===== src/rtl/pipe_pkg.sv =====
// Shared constants for the generic pipeline stage register: control bit indices,
// the default EX/MEM data bundle layout and per-stage bundle widths.
package pipe_pkg;

  localparam int CTRL_REGWRITE = 0;
  localparam int CTRL_MEMTOREG = 1;
  localparam int CTRL_BRANCH   = 2;
  localparam int CTRL_MEMREAD  = 3;
  localparam int CTRL_MEMWRITE = 4;
  localparam int CTRL_ZERO     = 5;

  // EX/MEM data bundle, packed LSB first: RegisterRd, Instruction, rd_data_2, ALU_result, ADD_result
  localparam int EXMEM_RD_W     = 5;
  localparam int EXMEM_INSTR_W  = 5;
  localparam int EXMEM_RDDATA_W = 64;
  localparam int EXMEM_ALU_W    = 64;
  localparam int EXMEM_ADD_W    = 64;

  localparam int EXMEM_RD_OFS     = 0;
  localparam int EXMEM_INSTR_OFS  = EXMEM_RD_OFS + EXMEM_RD_W;
  localparam int EXMEM_RDDATA_OFS = EXMEM_INSTR_OFS + EXMEM_INSTR_W;
  localparam int EXMEM_ALU_OFS    = EXMEM_RDDATA_OFS + EXMEM_RDDATA_W;
  localparam int EXMEM_ADD_OFS    = EXMEM_ALU_OFS + EXMEM_ALU_W;

  localparam int IFID_CTRL_W  = 1;
  localparam int IFID_DATA_W  = 96;
  localparam int IDEX_CTRL_W  = 9;
  localparam int IDEX_DATA_W  = 266;
  localparam int EXMEM_CTRL_W = 6;
  localparam int EXMEM_DATA_W = EXMEM_ADD_OFS + EXMEM_ADD_W;
  localparam int MEMWB_CTRL_W = 2;
  localparam int MEMWB_DATA_W = 133;

  function automatic logic [1:0] count_valid(input logic a, input logic b);
    return {1'b0, a} + {1'b0, b};
  endfunction

endpackage


===== src/rtl/pipe_stage_skid_if.sv =====
// Handshake bundle between an upstream stage, the stage register and the downstream stage.
interface pipe_stage_skid_if #(
  parameter int CTRL_W = 6,
  parameter int DATA_W = 202
);
  logic              flush;
  logic              in_valid;
  logic              in_ready;
  logic [CTRL_W-1:0] in_ctrl;
  logic [DATA_W-1:0] in_data;
  logic              out_valid;
  logic              out_ready;
  logic [CTRL_W-1:0] out_ctrl;
  logic [DATA_W-1:0] out_data;
  logic [1:0]        occupancy;

  modport slave (
    input  flush, in_valid, in_ctrl, in_data, out_ready,
    output in_ready, out_valid, out_ctrl, out_data, occupancy
  );

  modport master (
    output flush, in_valid, in_ctrl, in_data, out_ready,
    input  in_ready, out_valid, out_ctrl, out_data, occupancy
  );
endinterface


===== src/rtl/pipe_stage_skid_slot.sv =====
// One registered entry (valid + ctrl + data). Load wins over clear; clear drops only
// the valid bit so the payload may go stale.
module pipe_slot #(
  parameter int CTRL_W = 6,
  parameter int DATA_W = 202
) (
  input  logic              clk,
  input  logic              reset,
  input  logic              i_clear,
  input  logic              i_load,
  input  logic [CTRL_W-1:0] i_ctrl,
  input  logic [DATA_W-1:0] i_data,
  output logic              o_valid,
  output logic [CTRL_W-1:0] o_ctrl,
  output logic [DATA_W-1:0] o_data
);

  logic              r_valid;
  logic [CTRL_W-1:0] r_ctrl;
  logic [DATA_W-1:0] r_data;

  always_ff @(posedge clk) begin
    if (reset) begin
      r_valid <= 1'b0;
      r_ctrl  <= '0;
      r_data  <= '0;
    end else if (i_load) begin
      r_valid <= 1'b1;
      r_ctrl  <= i_ctrl;
      r_data  <= i_data;
    end else if (i_clear) begin
      r_valid <= 1'b0;
    end
  end

  assign o_valid = r_valid;
  assign o_ctrl  = r_ctrl;
  assign o_data  = r_data;

endmodule


===== src/rtl/pipe_stage_skid.sv =====
// Handshaked pipeline stage register with a two-entry (main + skid) buffer, flush
// bubble insertion and a registered in_ready.
module pipe_stage_skid
  import pipe_pkg::*;
#(
  parameter int                CTRL_W      = 6,
  parameter int                DATA_W      = 202,
  parameter logic [CTRL_W-1:0] BUBBLE_CTRL = '0
) (
  input logic                 clk,
  input logic                 reset,
  pipe_stage_skid_if.slave    bus
);

  logic              w_main_valid, w_skid_valid;
  logic [CTRL_W-1:0] w_main_ctrl, w_skid_ctrl, w_main_ctrl_d;
  logic [DATA_W-1:0] w_main_data, w_skid_data, w_main_data_d;
  logic              w_in_fire, w_out_fire;
  logic              w_main_load, w_main_clear, w_skid_load, w_skid_clear;
  logic              w_skid_valid_next;
  logic              r_in_ready;

  assign w_in_fire  = bus.in_valid & r_in_ready & ~bus.flush;
  assign w_out_fire = w_main_valid & bus.out_ready;

  // Main refills from skid when skid holds the older entry, otherwise from the input
  assign w_main_load  = ~bus.flush & ((w_in_fire & (~w_main_valid | (w_out_fire & ~w_skid_valid)))
                                      | (w_skid_valid & w_out_fire));
  assign w_main_clear = bus.flush | (w_main_valid & w_out_fire & ~w_skid_valid & ~w_in_fire);
  assign w_skid_load  = w_in_fire & w_main_valid & ~w_out_fire;
  assign w_skid_clear = bus.flush | (w_skid_valid & w_out_fire);

  assign w_main_ctrl_d = w_skid_valid ? w_skid_ctrl : bus.in_ctrl;
  assign w_main_data_d = w_skid_valid ? w_skid_data : bus.in_data;

  assign w_skid_valid_next = w_skid_load | (w_skid_valid & ~w_skid_clear);

  pipe_slot #(.CTRL_W(CTRL_W), .DATA_W(DATA_W)) u_main (
    .clk     (clk),
    .reset   (reset),
    .i_clear (w_main_clear),
    .i_load  (w_main_load),
    .i_ctrl  (w_main_ctrl_d),
    .i_data  (w_main_data_d),
    .o_valid (w_main_valid),
    .o_ctrl  (w_main_ctrl),
    .o_data  (w_main_data)
  );

  pipe_slot #(.CTRL_W(CTRL_W), .DATA_W(DATA_W)) u_skid (
    .clk     (clk),
    .reset   (reset),
    .i_clear (w_skid_clear),
    .i_load  (w_skid_load),
    .i_ctrl  (bus.in_ctrl),
    .i_data  (bus.in_data),
    .o_valid (w_skid_valid),
    .o_ctrl  (w_skid_ctrl),
    .o_data  (w_skid_data)
  );

  // Registered ready keeps out_ready off the upstream timing path
  always_ff @(posedge clk) begin
    if (reset) r_in_ready <= 1'b1;
    else       r_in_ready <= ~w_skid_valid_next;
  end

  assign bus.in_ready  = r_in_ready;
  assign bus.out_valid = w_main_valid;
  assign bus.out_ctrl  = w_main_valid ? w_main_ctrl : BUBBLE_CTRL;
  assign bus.out_data  = w_main_data;
  assign bus.occupancy = count_valid(w_main_valid, w_skid_valid);

endmodule


===== src/flat_wrapper.sv =====
// flat-port wrapper written by rule: the top's interface ports become plain ports
module pipe_stage_skid_flat import pipe_pkg::*;
#(
  parameter int                CTRL_W      = 6,
  parameter int                DATA_W      = 202,
  parameter logic [CTRL_W-1:0] BUBBLE_CTRL = '0
)
  (clk, reset, bus_flush, bus_in_valid, bus_in_ctrl, bus_in_data, bus_out_ready, bus_in_ready, bus_out_valid, bus_out_ctrl, bus_out_data, bus_occupancy);
  pipe_stage_skid_if #(.CTRL_W(CTRL_W), .DATA_W(DATA_W)) bus_i ();
  input logic clk;
  input logic reset;
  input wire logic [$bits(bus_i.flush)-1:0] bus_flush;
  input wire logic [$bits(bus_i.in_valid)-1:0] bus_in_valid;
  input wire logic [$bits(bus_i.in_ctrl)-1:0] bus_in_ctrl;
  input wire logic [$bits(bus_i.in_data)-1:0] bus_in_data;
  input wire logic [$bits(bus_i.out_ready)-1:0] bus_out_ready;
  output wire logic [$bits(bus_i.in_ready)-1:0] bus_in_ready;
  output wire logic [$bits(bus_i.out_valid)-1:0] bus_out_valid;
  output wire logic [$bits(bus_i.out_ctrl)-1:0] bus_out_ctrl;
  output wire logic [$bits(bus_i.out_data)-1:0] bus_out_data;
  output wire logic [$bits(bus_i.occupancy)-1:0] bus_occupancy;
  assign bus_i.flush = bus_flush;
  assign bus_i.in_valid = bus_in_valid;
  assign bus_i.in_ctrl = bus_in_ctrl;
  assign bus_i.in_data = bus_in_data;
  assign bus_i.out_ready = bus_out_ready;
  assign bus_in_ready = bus_i.in_ready;
  assign bus_out_valid = bus_i.out_valid;
  assign bus_out_ctrl = bus_i.out_ctrl;
  assign bus_out_data = bus_i.out_data;
  assign bus_occupancy = bus_i.occupancy;
  pipe_stage_skid #(.CTRL_W(CTRL_W), .DATA_W(DATA_W), .BUBBLE_CTRL(BUBBLE_CTRL)) u_core (.clk(clk), .reset(reset), .bus(bus_i));
endmodule

===== config.mk =====
export PLATFORM = sky130hd
export DESIGN_NAME = pipe_stage_skid_flat
export DESIGN_NICKNAME = d
export VERILOG_FILES = /design/src/rtl/pipe_pkg.sv /design/src/rtl/pipe_stage_skid_if.sv /design/src/rtl/pipe_stage_skid_slot.sv /design/src/rtl/pipe_stage_skid.sv /design/src/flat_wrapper.sv
export SDC_FILE = /design/constraint.sdc
export NUM_CORES = 1
export LEC_CHECK = 0
export CAP_MARGIN = 20
export CORE_ASPECT_RATIO = 1.1
export CORE_UTILIZATION = 54
export CTS_CLUSTER_DIAMETER = 150
export DETAILED_ROUTE_END_ITERATION = 6
export GPL_ROUTABILITY_DRIVEN = 0
export PLACE_DENSITY = 0.84
export SYNTH_ARGS = -nofsm -noshare
export SYNTH_HDL_FRONTEND = slang
export SYNTH_SLANG_ARGS = --single-unit

===== constraint.sdc =====
create_clock -name clk -period 2.8 [get_ports clk]
set_input_delay 0.56 -clock clk [delete_from_list [all_inputs] [get_ports clk]]
set_output_delay 0.56 -clock clk [all_outputs]
set_load 0.02 [all_outputs]

==> results.cfg <==
[status]
outcome = finished, final reports clean

[final_layout]
nFillCells = 2709
final-instance-count-excl-fill = 2947
layout.nets = 2624
multi_input_comb_area_um2 = 11800
syn2layout_area_growth_pct = 29.1
sequential_cell_area_um2 = 8390
finalInstanceArea_um2 = 27100
final_layout_size_suffix_gt1_share_pct = 13.3

[global_routing]
globalRoute.busiestLayer = met2
grt_pass1_vias = 15477
grt_antenna_before_repair = 8
grt_use_met2_pct = 42.4
pin_count_of_the_biggest_net_entering_global_routing = 100
met3_usage_pct = 5.76
met1_global_route_usage_pct = 29.1
grt_use_total_pct = 24.8
first_pass_grt_wire_length_um = 79500
grt.overflow.total = 0

[route]
post_drt_wl_per_cell_um = 17.2
remaining_drc_errors = 0
vias_per_cell = 5.15
dr.first_iter.drc_count = 734
routed-via-count = 15184
ant_nets = 0
detail_route.first_pass.iterations = 4
routed_wl_um = 50600

[clock_network]
ctsHoldBuffers = 0
tritoncts_num_sinks = 419
clkSlewWorstSetupHoldPaths_ps = 60
cts_setup_buffers = 0
h-tree-depth = 2
cts_tree = built
ctsRootBufferMaster = clkbuf_16
post_cts_resize_count = 0
cts_buffers = 45
clk-insertion-delay-late_ps = 560
clock_path_buffers = 3

[yosys]
ys_ff_latch = 419
ys.warnings.count = 0
post_synthesis_cell_count = 2057
syn-cell-area_um2 = 21000
average_cell_area_after_synthesis_um2 = 10.2
post_synth_num_cell_types = 22
seq_area_frac_synth_pct = 39.9
synthesis.nets = 2271

[timing]
worst_pin_slew_ps = 651
drv_slew = 0
setup-tns-final_ps = 0
postLayoutSetupSlackWorst_ps = 240
timing.fmax_ghz = 0.391
rsz0062_at_grt = false
finalSetupViolCount = 0
timing.final.hold_violations = 0
slew_headroom_pct = 56.6
final_min_period_over_clock_period_pct = 91.4
fin_crit_period_ps = 2560
worst_clock_skew_ps = 11.3
final.hold.worst_slack_ps = 471

[floorplan]
initial_core_util_pct = 55.0
die_area_um2 = 39700
floorplan.core_area_um2 = 38200
die_height_um = 209
std_cell_rows = 75
io_pins = 425
die_w_um = 190

[power]
peakVddDrop_mv = 0.530
power.switching_mw = 3.34
static-leakage-power_nw = 10.0
combinational_power_share_pct = 13.7
power.sequential.fraction_pct = 44.7
sw_frac_of_total_pct = 23.9
power.clock.fraction_pct = 41.6
p_per_area_nw_per_um2 = 516
cell_internal_pwr_mw = 10.7

[placement]
hpwlAfterDp_um = 34100
dpl_worst_slack_ps = 334
placedInstanceArea_um2 = 25700
io_buffer_count = 424
dpl.cell_count = 2863

[critical_path]
start_kind = flop
critPathMaxFanout = 18
critPathKind = flop to primary output
required_ps = 2240
timing.critical_path.arrival_ps = 2000
critical_path.endpoint_type = primary output

[min_path]
min_path_type = flop to flop

[flow_run]
timing.max_cap.violations = 0
## kinds of logic (layout without fill, tap and decap cells)
kind of cell | after synthesis | after routing | share of synthesized area (%)
compound gates | 6 | 6 | 0.226
fa+ha+maj | 1 | 1 | 0.0596
buf+inv | 166 | 550 | 4.05
flops | 419 | 419 | 39.9
mux | 624 | 624 | 33.1
other cells | 0 | 6 | 0
simple gates | 841 | 841 | 22.6
## metal layers
layer | share of wire, % | wire (um)
met1 | 42 | 21000
met3 | 5.8 | 2920
met5 | 0.043 | 22
met2 | 48 | 24400
met4 | 4.4 | 2230
## power by group through the flow
stage | Combinational (mW) | Clock [mW] | Sequential [mW]
final | 1.91 | 5.83 | 6.25
after floorplan | 0.900 | 0 | 6.54
after global placement | 1.86 | 0 | 6.37
after global routing | 2.04 | 6.20 | 6.27
after detailed placement | 1.91 | 0 | 6.38
after CTS | 1.93 | 5.94 | 6.25
## state kept, by name, summed over array words and instances, names as in the netlist
register / cells
u_core.bus.in_ready: 1
u_core.u_main.o_ctrl: 6
u_core.u_main.o_data: 202
u_core.u_main.o_valid: 1
u_core.u_skid.o_ctrl: 6
u_core.u_skid.o_data: 202
u_core.u_skid.o_valid: 1
## worst paths after layout
kind                            slack, ps                   endpoint                       from  depth (start not counted)
worst min-delay path                  470  u_core.u_skid.o_data[138]  u_core.u_skid.o_data[138]                          2
worst max-delay path                  240           bus_occupancy[0]      u_core.u_skid.o_valid                          2
worst min register to register        470  u_core.u_skid.o_data[138]  u_core.u_skid.o_data[138]                          2
worst max register to register        700   u_core.u_main.o_data[26]      u_core.u_skid.o_valid                          5
## Yosys cell counts
| cell type | n | area, um^2 |
|---|---|---|
| nor4b_2 | 1 | 15.0 |
| nor2_1 | 208 | 781 |
| and2_1 | 6 | 37.5 |
| o21ai_0 | 1 | 5.00 |
| nand2_1 | 2 | 7.51 |
| buf_2 | 37 | 185 |
| a211oi_1 | 2 | 15.0 |
| dfxtp_1 | 419 | 8390 |
| buf_6 | 14 | 158 |
| mux2_2 | 88 | 991 |
| nand2b_1 | 416 | 2600 |
| clkbuf_1 | 92 | 345 |
| nor2b_1 | 208 | 1300 |
| buf_4 | 20 | 150 |
| buf_1 | 1 | 3.75 |
| a221o_1 | 1 | 10.0 |
| o21ba_2 | 1 | 10.0 |
| inv_1 | 2 | 7.51 |
| mux2i_1 | 416 | 4160 |
| ha_1 | 1 | 12.5 |
| o21bai_1 | 1 | 7.51 |
| mux2_4 | 120 | 1800 |
## worst max-delay path: stages (launching register included)
cell	delay, ps
dfxtp_4	580
ha_1	310
clkdlybuf4s50_1	550
## area by class of cell
cell class,count,area share [%]
clock buffers,69,4.89
well taps,500,2.31
repair buffers,470,18.0
flip-flops and latches,419,30.9
multi-input cells,1472,43.4
clock inverters,9,0.374
diodes,6,0.0554
inverters,2,0.0277
## placed cells by master, fill, tap and decap left out
cell type        instances
clkdlybuf4s50_1        423
dfxtp_1                418
nand2b_1               416
mux2i_1                416
nor2_1                 208
nor2b_1                208
mux2_4                 120
mux2_2                  88
clkbuf_16               45
buf_4                   24
buf_12                  22
clkbuf_1                13
clkbuf_8                11
diode_2                  6
and2_1                   6
clkinv_2                 6
nand2_1                  2
inv_1                    2
a211oi_1                 2
bufinv_16                2
nor4b_4                  1
a221o_4                  1
o21bai_1                 1
o21ba_2                  1
o21ai_0                  1
ha_1                     1
inv_8                    1
buf_8                    1
dfxtp_4                  1
## stage by stage
stage / power (mW) / utilization [%]
6_report: 14.0 / 71.0
5_1_grt: 14.5 / 71.0
4_1_cts: 14.1 / 71.0
3_5_place_dp: 8.29 / 67.2
3_3_place_gp: 8.24 / 67.2
2_1_floorplan: 7.44 / -
Note: power is estimated with default switching activity, not from simulation.
==> RTL change (config.mk and constraints unchanged) <==
`CTRL_W` is set to 6 in 4 places; all go to 12.
--- a/src/rtl/pipe_stage_skid_if.sv
+++ b/src/rtl/pipe_stage_skid_if.sv
@@ -1,6 +1,6 @@
 // Handshake bundle between an upstream stage, the stage register and the downstream stage.
 interface pipe_stage_skid_if #(
-  parameter int CTRL_W = 6,
+  parameter int CTRL_W = 12,
   parameter int DATA_W = 202
 );
   logic              flush;
--- a/src/rtl/pipe_stage_skid_slot.sv
+++ b/src/rtl/pipe_stage_skid_slot.sv
@@ -1,7 +1,7 @@
 // One registered entry (valid + ctrl + data). Load wins over clear; clear drops only
 // the valid bit so the payload may go stale.
 module pipe_slot #(
-  parameter int CTRL_W = 6,
+  parameter int CTRL_W = 12,
   parameter int DATA_W = 202
 ) (
   input  logic              clk,
--- a/src/rtl/pipe_stage_skid.sv
+++ b/src/rtl/pipe_stage_skid.sv
@@ -3,7 +3,7 @@
 module pipe_stage_skid
   import pipe_pkg::*;
 #(
-  parameter int                CTRL_W      = 6,
+  parameter int                CTRL_W      = 12,
   parameter int                DATA_W      = 202,
   parameter logic [CTRL_W-1:0] BUBBLE_CTRL = '0
 ) (
--- a/src/flat_wrapper.sv
+++ b/src/flat_wrapper.sv
@@ -1,7 +1,7 @@
 // flat-port wrapper written by rule: the top's interface ports become plain ports
 module pipe_stage_skid_flat import pipe_pkg::*;
 #(
-  parameter int                CTRL_W      = 6,
+  parameter int                CTRL_W      = 12,
   parameter int                DATA_W      = 202,
   parameter logic [CTRL_W-1:0] BUBBLE_CTRL = '0
 )
Ports: changed (resized bus_in_ctrl and bus_out_ctrl); port bits go from 425 to 437. The function was not compared with the original's and may differ.
==> RTL change against the original RTL <==
Register-to-register slack worse by 100 ps. Count of clock-buffer cells in the layout unchanged. Cell count up 2.9%. Highest routed layer is now met4. Final area up 3.0%. Synthesized area up 2.2%. Synthesized cell count up 3.1%. Critical endpoint unchanged. Total power up 4.9%. Routed wire length up 1.4%. Sequential cell count up 12. Worst setup slack worse by 36 ps. Die area up 2.2%.
==> RTL change: results (changes against the original RTL) <==
| Metric | Value |
|---|---|
| HP Start | `u_core.u_skid.o_data[67] (was u_core.u_skid.o_data[138])` |
| Worst Skew | `7.35 ps (was 11.3 ps)` |
| Clock transition at path regs | `60 ps (about the same)` |
| M1 GR Usage | `27.6% (was 29.1%)` |
| Final wirelength | `51300 um (was 50600 um)` |
| Layout cell share with drive strength beyond 1 | `8.50% (was 13.3%)` |
| Largest net degree at the start of global routing | `101 (was 100)` |
| Top cells by count, synth | `dfxtp_1 (431), mux2i_1 (428), nand2b_1 (428) (was dfxtp_1 (419), mux2i_1 (416), nand2b_1 (416))` |
| Post-CTS Setup Bufs | `0 (unchanged)` |
| Iteration-0 DRC Markers | `608 (was 734)` |
| Post-synthesis sequential area ratio | `40.2% (was 39.9%)` |
| Worst Path Max Fanout | `21 (was 18)` |
| First-pass GRT wire length | `80400 um (was 79500 um)` |
| Leak | `10.4 nW (was 10.0 nW)` |
| Vias | `15616 (was 15184)` |
| Number of global-route vias before repair | `16134 (was 15477)` |
| Metal3 WL | `3270 um (was 2920 um)` |
| Met2 routed wirelength | `25100 um (was 24400 um)` |
| PortBufs | `436 (was 424)` |
| Yosys warnings | `0 (unchanged)` |
| Placed instance count | `2942 (was 2863)` |
| CTS Buf Count | `46 (was 45)` |
| Worst vdd ir | `457 uV (was 530 uV)` |
| Rel. slew slack | `48.5% (was 56.6%)` |
| Mapped Nets | `2341 (was 2271)` |
| CP startpoint | `u_core.u_skid.o_valid (unchanged)` |
| Nets | `2703 (was 2624)` |
| Most Crowded Layer GR | `met2 (unchanged)` |
| DRT met1 WL | `20900 um (was 21000 um)` |
| DR vias/cell | `5.15 (about the same)` |
| Asr flop ratio synth | `0% (unchanged)` |
| Top layer in use | `met4 (was met5)` |
| Post-Place Setup Slack | `232 ps (was 334 ps)` |
| Cells taking the most area after synthesis | `dfxtp_1 (40%), mux2i_1 (20%), nand2b_1 (12%), mux2_1 (6.5%), mux2_4 (6.3%) (was dfxtp_1 (40%), mux2i_1 (20%), nand2b_1 (12%), mux2_4 (8.6%), nor2b_1 (6.2%))` |
| Placed Area | `0.0263 sq mm (was 0.0257 sq mm)` |
| Initial antenna violation count | `7 (was 8)` |
| Global Route Usage Sum | `24.7% (was 24.8%)` |
| Met2 usage | `43.4% (was 42.4%)` |
| Dpl hpwl | `35000 um (was 34100 um)` |
| Cell variety after synth | `22 (unchanged)` |
| Outcome | `finished clean (unchanged)` |
| GR Layer Usage met3 | `6.18% (was 5.76%)` |
| DRT Pass-1 Iters | `5 (was 4)` |
| Syn avg cell area | `10.1 sq um (was 10.2 sq um)` |
RTL change: cell types whose count changed in the layout (fill, tap and decap cells not counted), moves of 11 or more:
| cell | change |
|---|---|
| nand2b_1 | +12 |
| dfxtp_1 | +11 |
| clkdlybuf4s50_1 | +12 |
| mux2_1 | +124 |
| mux2i_1 | +12 |
| mux2_2 | -88 |
| mux2_4 | -30 |
RTL change: area by class of cell:
type | count | area, sq um
sequential | 431 | 8630
fill | 2815 | 11200
clock inverter | 14 | 201
antenna | 7 | 17.5
timing repair buffer | 482 | 5040
tap | 507 | 634
multi-input combinational | 1520 | 12000
inverter | 2 | 7.51
clock buffer | 69 | 1390
RTL change: path summary, 6_finish.rpt:
check,end,slack [ps],cells after the start
worst max-delay path,bus_occupancy[0],200,2
worst min-delay path,u_core.u_skid.o_data[67],470,2
worst max register to register,u_core.u_main.o_data[38],600,4
worst min register to register,u_core.u_skid.o_data[67],470,2
RTL change: repair_timing:
| item | in CTS | in global routing |
|---|---|---|
| hold buffers | 0 | 0 |
| resized for setup | 1 | 0 |
| endpoints found under the setup margin | 1 | 0 |
RTL change: worst max-delay path: stages, from the launching register on:
cell and delay (ps):
dfxtp_4 610, ha_1 320, clkdlybuf4s50_1 550
RTL change: cells by family (layout without fill, tap and decap cells):
family	count (synthesis)	after routing	synth area share, %
compound gates	6	6	0.221
simple gates	871	871	22.9
flops	431	431	40.2
mux	642	642	32.8
other cells	0	7	0
buf+inv	170	567	3.90
fa+ha+maj	1	1	0.0583
RTL change: power breakdown:
part / internal (mW) / switching, mW
combinational: 1.05 / 0.837
clock: 3.89 / 2.47
sequential: 6.32 / 0.114
total: 11.3 / 3.43
